`src/rtl/rf_wb_arbiter.sv`:
```
// rf_wb_arbiter: shares the register-file write port between pipeline writeback and the mul/div unit,
// and keeps the multi-cycle reservation scoreboard. Rev 1.0
`default_nettype none

module rf_wb_arbiter #(
  parameter int DATA_W   = 32,
  parameter int ADDR_W   = 5,
  parameter int MAX_WAIT = 4
) (
  input  logic                  clk,
  input  logic                  reset,
  input  logic                  wb0_valid,
  output logic                  wb0_ready,
  input  logic [ADDR_W-1:0]     wb0_rd,
  input  logic [DATA_W-1:0]     wb0_data,
  input  logic                  wb1_valid,
  output logic                  wb1_ready,
  input  logic [ADDR_W-1:0]     wb1_rd,
  input  logic [DATA_W-1:0]     wb1_data,
  input  logic                  iss_valid,
  output logic                  iss_ready,
  input  logic [ADDR_W-1:0]     iss_rd,
  input  logic [ADDR_W-1:0]     chk_rs,
  input  logic [ADDR_W-1:0]     chk_rt,
  output logic                  rs_busy,
  output logic                  rt_busy,
  output logic [2**ADDR_W-1:0]  busy_vec,
  output logic                  rf_we,
  output logic [ADDR_W-1:0]     rf_wa,
  output logic [DATA_W-1:0]     rf_wd
);

  localparam int                NREG       = 2**ADDR_W;
  localparam int                CNT_W      = $clog2(MAX_WAIT + 1);
  localparam logic [CNT_W-1:0]  C_MAX_WAIT = CNT_W'(MAX_WAIT);
  localparam logic [ADDR_W-1:0] C_R0       = '0;

  logic [CNT_W-1:0]  wait_cnt_q, wait_cnt_d;
  logic [NREG-1:0]   busy_q, busy_d;
  logic              rf_we_q, rf_we_d;
  logic [ADDR_W-1:0] rf_wa_q, rf_wa_d;
  logic [DATA_W-1:0] rf_wd_q, rf_wd_d;
  logic              force_grant, gnt0, gnt1;

  always_comb begin
    force_grant = (wait_cnt_q >= C_MAX_WAIT);
    wb1_ready   = ~wb0_valid | force_grant;
    wb0_ready   = ~(wb1_valid & force_grant);
    gnt1        = wb1_valid & wb1_ready;
    gnt0        = wb0_valid & wb0_ready;
  end

  // Port 1 only accumulates wait while it is actually requesting and blocked.
  always_comb begin
    wait_cnt_d = wait_cnt_q;
    if (gnt1 || !wb1_valid) begin
      wait_cnt_d = '0;
    end else if (!force_grant) begin
      wait_cnt_d = wait_cnt_q + CNT_W'(1);
    end
  end

  always_comb begin
    rf_we_d = 1'b0;
    rf_wa_d = rf_wa_q;
    rf_wd_d = rf_wd_q;
    if (gnt1) begin
      rf_we_d = (wb1_rd != C_R0);
      rf_wa_d = wb1_rd;
      rf_wd_d = wb1_data;
    end else if (gnt0) begin
      rf_we_d = (wb0_rd != C_R0);
      rf_wa_d = wb0_rd;
      rf_wd_d = wb0_data;
    end
  end

  always_comb begin
    iss_ready = ~busy_q[iss_rd] | (iss_rd == C_R0);
  end

  // A same-register issue is refused while busy, so set and clear never collide.
  always_comb begin
    busy_d = busy_q;
    if (iss_valid && iss_ready && (iss_rd != C_R0)) begin
      busy_d[iss_rd] = 1'b1;
    end
    if (gnt1 && (wb1_rd != C_R0)) begin
      busy_d[wb1_rd] = 1'b0;
    end
    busy_d[0] = 1'b0;
  end

  always_ff @(posedge clk) begin
    if (reset) begin
      wait_cnt_q <= '0;
      busy_q     <= '0;
      rf_we_q    <= 1'b0;
      rf_wa_q    <= '0;
      rf_wd_q    <= '0;
    end else begin
      wait_cnt_q <= wait_cnt_d;
      busy_q     <= busy_d;
      rf_we_q    <= rf_we_d;
      rf_wa_q    <= rf_wa_d;
      rf_wd_q    <= rf_wd_d;
    end
  end

  always_comb begin
    rs_busy  = busy_q[chk_rs];
    rt_busy  = busy_q[chk_rt];
    busy_vec = {busy_q[NREG-1:1], 1'b0};
    rf_we    = rf_we_q;
    rf_wa    = rf_wa_q;
    rf_wd    = rf_wd_q;
  end

endmodule

`default_nettype wire

```
`config.mk`:
```
export PLATFORM = sky130hd
export DESIGN_NAME = rf_wb_arbiter
export DESIGN_NICKNAME = d
export VERILOG_FILES = /design/src/rtl/rf_wb_arbiter.sv
export SDC_FILE = /design/constraint.sdc
export NUM_CORES = 1
export LEC_CHECK = 0
export BUFFER_PORTS_ARGS = -buffer_cell sky130_fd_sc_hd__buf_4
export CAP_MARGIN = 10
export CORE_ASPECT_RATIO = 1.2
export CORE_MARGIN = 2
export CORE_UTILIZATION = 49
export CTS_CLUSTER_DIAMETER = 100
export CTS_CLUSTER_SIZE = 10
export DETAILED_ROUTE_END_ITERATION = 10
export PLACE_DENSITY_LB_ADDON = 0.15
export REMOVE_ABC_BUFFERS = 1
export SLEW_MARGIN = 20
export SYNTH_ARGS = -nofsm -noshare
export SYNTH_HDL_FRONTEND = slang
export SYNTH_SLANG_ARGS = --single-unit
```
`constraint.sdc`:
```
create_clock -name clk -period 2.8 [get_ports clk]
set_clock_uncertainty 0.2 [all_clocks]
set_input_delay 0.56 -clock clk [delete_from_list [all_inputs] [get_ports clk]]
set_output_delay 0.56 -clock clk [all_outputs]
set_load 0.03 [all_outputs]
```
==> impl_metrics.yaml, run 1 <==
power_and_ir_drop:
  total_power_mw: 2.537
  leakage_nw: 2.565
  p_per_area_mw_per_mm2: 432.6
  irDropWorstVdd_mv: 0.4649
setup_path:
  cp_max_fo: 3
  startpoint_type: "flop"
  cp_slowest_cell: "mux4_2"
  path_cells: "mux4_2 > mux2_4 > mux4_2 > buf_6"
  cpPeakStageDelay_ns: 0.47
  path_common_cell: "mux4_2"
  critPathArrivalTime_ns: 2.07
  reg2reg_depth: 7
  timing.critical_path.required_ns: 2.04
  path_class: "reg -> out"
  worstSetupEndpointType: "primary output"
synth:
  avgSynthCellArea_um2: 8.998
  syn_inst: 459
  synth_top_area_share_pct: 34.90
  synth_flop_cell: "dfxtp_1"
  synth_area_leaders: "dfxtp_1 35%, mux4_1 8.9%, a311oi_1 7.6%"
  synth_edf_count: 0
  ys_ff_latch: 72
  async_reset_ff_share_pct: 0
  yosysSeqAreaShare_pct: 34.90
  synth_area_mm2: 0.004130
  synth.largest_area_cell: "dfxtp_1"
  synthDistinctLibCells: 47
  ys_warn_count: 0
drt:
  vias: 4422
  ant_nets: 0
  wirelength_um: 13240
  drc: 0
  drtIter0Drc: 269
  firstDrtPassIters: 5
  vias_per_cell: 5.920
  wire_per_inst_um: 17.72
timing:
  worstMarginPinSlew_ns: 0.6309
  final-setup-viol-count: 2
  setup_slack_ns: -0.02782
  rsz0062_at_grt: "yes"
  period_minus_slack_ns: 2.828
  fmax_ghz: 0.3536
  slew_violations: 0
  maxSlewHeadroom_pct: 57.94
  post-route-period-util_pct: 101.0
  hold_viol: 0
flow_run:
  max-cap-violations: 0
floorplan:
  core_area_mm2: 0.008153
  rows: 36
  start_util_pct: 50.66
  die_w_um: 87.81
  die-area_mm2: 0.009182
  die_h_um: 104.6
  io_pins: 169
grt:
  globalRoute.totalOverflow: 0
  grt_max_degree: 74
  grt_first_pass_wirelength_um: 21150
  antenna_found_initial: 0
  grt_usage_pct: 29.26
  grt_pass1_vias: 4315
final_layout:
  final_cells: 747
  diodes: 0
  nNetsFinal: 724
  syn_to_final_growth_pct: 41.99
  utilization_pct: 71.93
  drive_gt1_share_pct: 42.18
clocking:
  cts_hold_buffers: 0
  cts_buffers: 9
  clk_path_buf_depth: 2
  clk-insertion-delay-late_ns: 0.36
  htreeDepth: 3
  clockRootBuffer: "clkbuf_8"
  cts_sinks: 72
  cts_tree: "done"
  clk_transition_reported_paths_ns: 0.08
hold_path:
  hold_depth: 3
  min_path_type: "in -> reg"
status:
  status: "finished with violations"
  violations: "setup timing"
place:
  placed_cells: 720
  port_buffers: 167
  hpwl_um: 9541
  place_congestion: 0.8813
  pre_cts_ws_ns: -0.1035
==> final timing paths <==
check | from | end | slack, ns
worst min register to register | wait_cnt_q[0]$_SDFFE_PP0P_ | wait_cnt_q[0]$_SDFFE_PP0P_ | 0.29
worst max-delay path | busy_q[23]$_SDFF_PP0_ | rt_busy | -0.03
worst max register to register | busy_q[27]$_SDFF_PP0_ | busy_q[26]$_SDFF_PP0_ | 0.62
worst min-delay path | wb0_data[29] | rf_wd[29]$_SDFFE_PP0P_ | 0.26
==> area by class of cell <==
class,instances,area [um2]
Tap cell,114,142.6
Clock inverter,4,51.30
Sequential cell,72,1483
Clock buffer,12,155.1
Inverter,13,48.80
Timing Repair Buffer,202,1559
Multi-Input combinational cell,330,2425
Fill cell,650,2288
==> state kept, by name (all words and copies together) (netlist names) <==
signal      cells
rf_wa           5
rf_we           1
rf_wd          32
wait_cnt_q      3
busy_q         31
==> cells in the final DEF (no fill, tap or decap), drive strengths merged, types with 3 or more instances in the layout <==
cell type / count
mux2: 10
nor3b: 6
nor3: 6
o211ai: 8
and3b: 6
nand2: 47
nor4: 3
o21a: 9
o21ai: 4
dfxtp: 72
a311oi: 36
nand3: 38
a211oi: 16
nor2: 48
clkbuf: 12
a21oi: 28
mux2i: 5
buf: 202
and2: 3
inv: 14
a221oi: 7
mux4: 22
==> per-stage QoR <==
stage	hold slack [ns]	setup TNS (ns)	cell area (um2)
2_1_floorplan	0.2262	-4.245	3923
3_3_place_gp	0.2431	-0.1471	5512
3_5_place_dp	0.2872	-0.1918	5512
4_1_cts	0.2538	-0.06410	5838
5_1_grt	0.2638	-0.2359	5864
6_report	0.2618	-0.05239	5864
==> layer usage <==
layer | GRT usage, % | up-vias | share of wire, %
li1 | - | 2080 | -
met1 | 34.24 | 2076 | 37
met2 | 49.08 | 236 | 51
met3 | 8.452 | 30 | 9.9
met4 | 12.42 | 0 | 2.6
met5 | 0 | - | 0
==> cells in the mapped netlist, types with 9 or more instances <==
cell type and n:
a211oi_1 16, a21oi_1 28, a311oi_1 36, clkbuf_1 25
dfxtp_1 72, inv_1 13, mux2_2 10, mux4_1 14
nand2_1 47, nand3_1 38, nor2_1 48, o21a_1 9
==> where the power goes <==
part	total, mW	switching (mW)	internal (mW)
clock network	0.860	0.398	0.462
logic	0.578	0.322	0.256
registers	1.10	0.0316	1.07
total	2.54	0.751	1.79
==> logic make-up (layout without fill, tap and decap cells) <==
kind of cell               count (synthesis)  count (layout)  share of synthesized area, %
muxes                                     37              37                         17.21
DFF                                       72              72                         34.90
other                                      1               1                       0.09079
AOI/OAI and AO/OA                        115             115                         20.36
and+or+nand+nor                          175             175                         20.63
buffers and inverters                     57             231                         6.210
adders and majority gates                  2               2                        0.6058
==> critical path: cells and delay by family (launching register included) <==
family,cells,cell delay [ns]
flip-flops,1,0.35
buffers and inverters,1,0.15
multiplexers,3,1.20
==> timing repair <==
item,in CTS,in global routing
pin swaps,1,0
setup buffers,11,0
endpoints found under the setup margin,3,3
resized for setup,37,11
Power figures use the tool's default switching activity.
==> inputs of run 2 (changes only) <==
--- a/config.mk
+++ b/config.mk
@@ -9,13 +9,13 @@
 export CAP_MARGIN = 10
 export CORE_ASPECT_RATIO = 1.2
 export CORE_MARGIN = 2
-export CORE_UTILIZATION = 49
+export CORE_UTILIZATION = 53
 export CTS_CLUSTER_DIAMETER = 100
 export CTS_CLUSTER_SIZE = 10
 export DETAILED_ROUTE_END_ITERATION = 10
 export PLACE_DENSITY_LB_ADDON = 0.15
 export REMOVE_ABC_BUFFERS = 1
-export SLEW_MARGIN = 20
+export SLEW_MARGIN = 10
 export SYNTH_ARGS = -nofsm -noshare
 export SYNTH_HDL_FRONTEND = slang
 export SYNTH_SLANG_ARGS = --single-unit
==> constraint.sdc (replaced) <==
create_clock -name clk -period 3.3 [get_ports clk]
set_clock_uncertainty 0.2 [all_clocks]
set_input_delay 0.66 -clock clk [delete_from_list [all_inputs] [get_ports clk]]
set_output_delay 0.66 -clock clk [all_outputs]
set_load 0.03 [all_outputs]
==> run 2 against run 1 <==
  * The run now ends clean
  * Worst setup slack better by 0.17 ns
  * Sequential power down 15%
  * First-iteration DRC count down 3.3%
  * Critical path type is now in -> out
==> impl_metrics.yaml, run 2 (synthesis gave the netlist of run 1 again) <==
final_layout:
  utilization_pct: 73.50
  final_cells: 698
  nFillCells: 612
  diodes: 0
  syn_to_final_growth_pct: 35.60
  stdcell_area_mm2: 0.005600
  largest_reg_flops: 32
  layout_commonest_cell: "buf_4"
  drive_gt1_share_pct: 35.48
  nNetsFinal: 698
  layout_common_cells: "176 x buf_4, 72 x dfxtp_1, 48 x nor2_1"
clocking:
  ctsResizeCount: 0
  cts_buffers: 9
  cts_tree: "done"
  cts_setup_buffers: 0
  clk_path_buf_depth: 2
  clockRootBuffer: "clkbuf_8"
  cts_hold_buffers: 0
  clk_transition_reported_paths_ns: 0.07
  clk-insertion-delay-late_ns: 0.34
  cts_sinks: 72
  htreeDepth: 3
hold_path:
  min_path_type: "reg -> reg"
floorplan:
  die_w_um: 84.59
  rows: 35
  core_area_mm2: 0.007620
  die-area_mm2: 0.008518
  start_util_pct: 54.20
  die_h_um: 100.7
  io_pins: 169
setup_path:
  cp_max_fo: 9
  path_buf_inv: 2
  path_common_cell: "buf_4"
  crit_family: "multiplexers"
  startpoint_type: "primary input"
  timing.critical_path.required_ns: 2.44
  cpPeakStageDelay_ns: 0.56
  worstSetupEndpointType: "primary output"
  path_class: "in -> out"
  critPathArrivalTime_ns: 2.30
  path_cells: "buf_4 > mux4_1 > mux2_2 > mux4_2 > buf_4"
  cp_slowest_cell: "mux4_1"
timing:
  maxSlewHeadroom_pct: 44.71
  final-setup-viol-count: 0
  worstMarginPinSlew_ns: 0.8275
  slew_violations: 0
  worst_hold_slack_ns: 0.2636
  fmax_ghz: 0.3163
  post-route-period-util_pct: 95.82
  tns_ns: 0
  period_minus_slack_ns: 3.162
  rsz0062_at_grt: "no"
  hold_viol: 0
drt:
  drc: 0
  ant_nets: 0
  firstDrtPassIters: 5
  drtIter0Drc: 260
  vias_per_cell: 6.213
  vias: 4337
  wire_per_inst_um: 18.04
  wirelength_um: 12590
flow_run:
  max-cap-violations: 0
place:
  port_buffers: 167
  placed_cells: 683
  hpwl_um: 9406
  placed_area_mm2: 0.005359
  place_congestion: 0.9951
status:
  status: "complete, no violations"
grt:
  grt_first_pass_wirelength_um: 20000
  grt_usage_pct: 29.17
  globalRoute.totalOverflow: 0
  antenna_found_initial: 0
  grt_max_degree: 72
  grt_pass1_vias: 4188
power_and_ir_drop:
  irDropWorstVdd_mv: 0.3324
  leakage_nw: 2.471
  p_per_area_mw_per_mm2: 401.6
-- run 2: changes by cell type in the layout (fill, tap and decap cells not counted), sizes merged --
cell | before | now
buf | 202 | 176
bufinv | 1 | 3
clkinvlp | 1 | 0
clkbuf | 12 | 10
-- run 2: layout make-up --
cell class / count / area (um2) / area share [%]
clock buffers: 10 / 137.6 / 2.458
clock inverters: 5 / 103.9 / 1.854
inverters: 13 / 48.80 / 0.8713
multi-input cells: 330 / 2432 / 43.43
flip-flops and latches: 72 / 1441 / 25.74
well taps: 92 / 115.1 / 2.055
repair buffers: 176 / 1321 / 23.59
-- run 2: per-stage QoR --
stage | power (mW) | setup slack (ns)
6_report | 2.249 | 0.1381
5_1_grt | 2.335 | 0.1008
4_1_cts | 2.262 | 0.1347
3_5_place_dp | 1.424 | 0.1349
3_3_place_gp | 1.413 | 0.2005
2_1_floorplan | 1.178 | 0.2401
-- run 2: worst paths after layout --
check / slack (ns) / to / depth (start not counted) / start
hold / removal: 0.26 / wait_cnt_q[0]$_SDFFE_PP0P_ / 1 / wait_cnt_q[0]$_SDFFE_PP0P_
hold reg to reg: 0.26 / wait_cnt_q[0]$_SDFFE_PP0P_ / 1 / wait_cnt_q[0]$_SDFFE_PP0P_
setup / recovery: 0.14 / rs_busy / 5 / chk_rs[1]
setup reg to reg: 1.37 / rf_wa[0]$_SDFFE_PP0P_ / 6 / wait_cnt_q[2]$_SDFFE_PP0P_
-- run 2: power by group --
part	switching, mW	internal, mW
sequential	0.0271	0.911
combinational	0.266	0.202
clock	0.323	0.520
-- run 2: per-layer routing --
metal	routed length, um	part of all wire (%)	GRT usage [%]
met1	4783	38	34.01
met2	6274	50	50.09
met3	1095	8.7	7.535
met4	439	3.5	13.80
met5	0	0	0
==> inputs of run 3 (changes only) <==
--- a/config.mk
+++ b/config.mk
@@ -14,6 +14,7 @@
 export CTS_CLUSTER_SIZE = 10
 export DETAILED_ROUTE_END_ITERATION = 10
 export PLACE_DENSITY_LB_ADDON = 0.15
+export RECOVER_POWER = 100
 export REMOVE_ABC_BUFFERS = 1
 export SLEW_MARGIN = 10
 export SYNTH_ARGS = -nofsm -noshare
==> run 3 against run 2 <==
  * Clock power barely moved
  * Highest routed layer unchanged
  * Maximum frequency down 1.3%
  * Largest power group unchanged
  * Power is 1.7% lower
  * Critical path depth stayed put
==> impl_metrics.yaml, run 3 (synthesis gave the netlist of run 1 again) <==
status:
  status: "complete, no violations"
setup_path:
  r2r_slack_ns: 1.06
  cp_slowest_cell: "mux4_1"
  path_class: "in -> out"
  timing.critical_path.required_ns: 2.44
  crit-reg2reg-launch: "wait_cnt_q[2]$_SDFFE_PP0P_"
  path_cells: "clkbuf_2 > mux4_1 > mux2_2 > mux4_2 > buf_4"
  worstSetupEndpointType: "primary output"
  cpPeakStageDelay_ns: 0.57
  crit_family: "multiplexers"
  cp_max_fo: 7
  startpoint_type: "primary input"
  critPathArrivalTime_ns: 2.34
  path_buf_inv: 2
  r2r-end: "rf_wa[0]$_SDFFE_PP0P_"
  reg2reg_depth: 6
clocking:
  clk_transition_reported_paths_ns: 0.07
  htreeDepth: 3
  clockRootBuffer: "clkbuf_8"
  cts_tree: "done"
  clk-insertion-delay-late_ns: 0.34
  clk_path_buf_depth: 2
  ctsResizeCount: 0
  cts_setup_buffers: 0
  cts_sinks: 72
  cts_buffers: 9
  cts_hold_buffers: 0
timing:
  rsz0062_at_grt: "no"
  final-setup-viol-count: 0
  worstMarginPinSlew_ns: 0.9029
  maxSlewHeadroom_pct: 39.81
  hold_viol: 0
  period_minus_slack_ns: 3.204
  post-route-period-util_pct: 97.09
  fmax_ghz: 0.3121
  tns_ns: 0
  setup_slack_ns: 0.09597
  slew_violations: 0
power_and_ir_drop:
  intPower_mw: 1.595
  p_switching_mw: 0.6155
  irDropWorstVdd_mv: 0.3324
  power_frac_comb_pct: 19.4
  power_frac_seq_pct: 42.4
  pwr-share-clk_pct: 38.2
  swShare_pct: 27.84
  p_per_area_mw_per_mm2: 417.0
  leakage_nw: 2.161
  total_power_mw: 2.211
drt:
  ant_nets: 0
  drc: 0
  wirelength_um: 12610
  vias_per_cell: 6.256
  vias: 4367
  wire_per_inst_um: 18.06
  firstDrtPassIters: 4
  drtIter0Drc: 277
final_layout:
  nFillCells: 682
  layout_commonest_cell: "buf_4"
  drive_gt1_share_pct: 22.94
  utilization_pct: 69.57
  nNetsFinal: 698
  syn_to_final_growth_pct: 28.35
  diodes: 0
  largest_reg_flops: 32
  layout_common_cells: "96 x buf_4, 75 x clkbuf_1, 72 x dfxtp_1"
place:
  pre_cts_ws_ns: 0.1349
  hpwl_um: 9406
  place_congestion: 0.9951
  port_buffers: 167
floorplan:
  start_util_pct: 54.20
  die_h_um: 100.7
  die_w_um: 84.59
  die-area_mm2: 0.008518
  rows: 35
  core_area_mm2: 0.007620
  io_pins: 169
grt:
  antenna_found_initial: 0
  grt_first_pass_wirelength_um: 20000
  grt_usage_pct: 29.17
  grt_pass1_vias: 4188
  globalRoute.totalOverflow: 0
  grt_max_degree: 72
hold_path:
  min_to: "wait_cnt_q[0]$_SDFFE_PP0P_"
  worstHoldStart: "wait_cnt_q[0]$_SDFFE_PP0P_"
  hold_depth: 1
  min_path_type: "reg -> reg"
flow_run:
  max-cap-violations: 0
-- run 3: worst max-delay path by stage --
stage / end / from / depth (start not counted)
final: rt_busy / chk_rt[0] / 5
after global routing: rt_busy / chk_rt[0] / 5
after CTS: rs_busy / chk_rs[1] / 5
after detailed placement: rs_busy / chk_rs[1] / 5
after global placement: rs_busy / chk_rs[1] / 5
after floorplan: rf_wa[1]$_SDFFE_PP0P_ / wb0_valid / 5
-- run 3: layout make-up --
type                       count  area, um2  share of cell area, %
clock buffer                  10      137.6                  2.596
clock inverter                 5      103.9                  1.959
inverter                      13      48.80                 0.9205
multi-input combinational    330       2427                  45.79
sequential                    72       1441                  27.19
tap                           92      115.1                  2.171
timing repair buffer         176       1027                  19.38
-- run 3: stage by stage --
step	hold slack (ns)	instance area (um2)	instances
6_report	0.2655	5301	698
4_1_cts	0.2659	5600	698
5_1_grt	0.2811	5301	698
2_1_floorplan	0.2262	3923	415
3_3_place_gp	0.2465	5359	683
3_5_place_dp	0.2591	5359	683
-- run 3: metal layers --
layer	vias up	global-route usage (%)	share of wire, %
met5	-	0	0
met4	0	13.80	3.6
met3	43	7.535	8.8
met2	237	50.09	49
met1	2057	34.01	38
li1	2030	-	-
-- run 3: power groups by stage --
| stage | registers [mW] | clock network [mW] | logic, mW |
|---|---|---|---|
| 2_1_floorplan | 1.04 | 0 | 0.141 |
| 3_3_place_gp | 0.956 | 0 | 0.457 |
| 3_5_place_dp | 0.958 | 0 | 0.466 |
| 4_1_cts | 0.938 | 0.857 | 0.466 |
| 5_1_grt | 0.942 | 0.890 | 0.463 |
| 6_report | 0.937 | 0.845 | 0.428 |
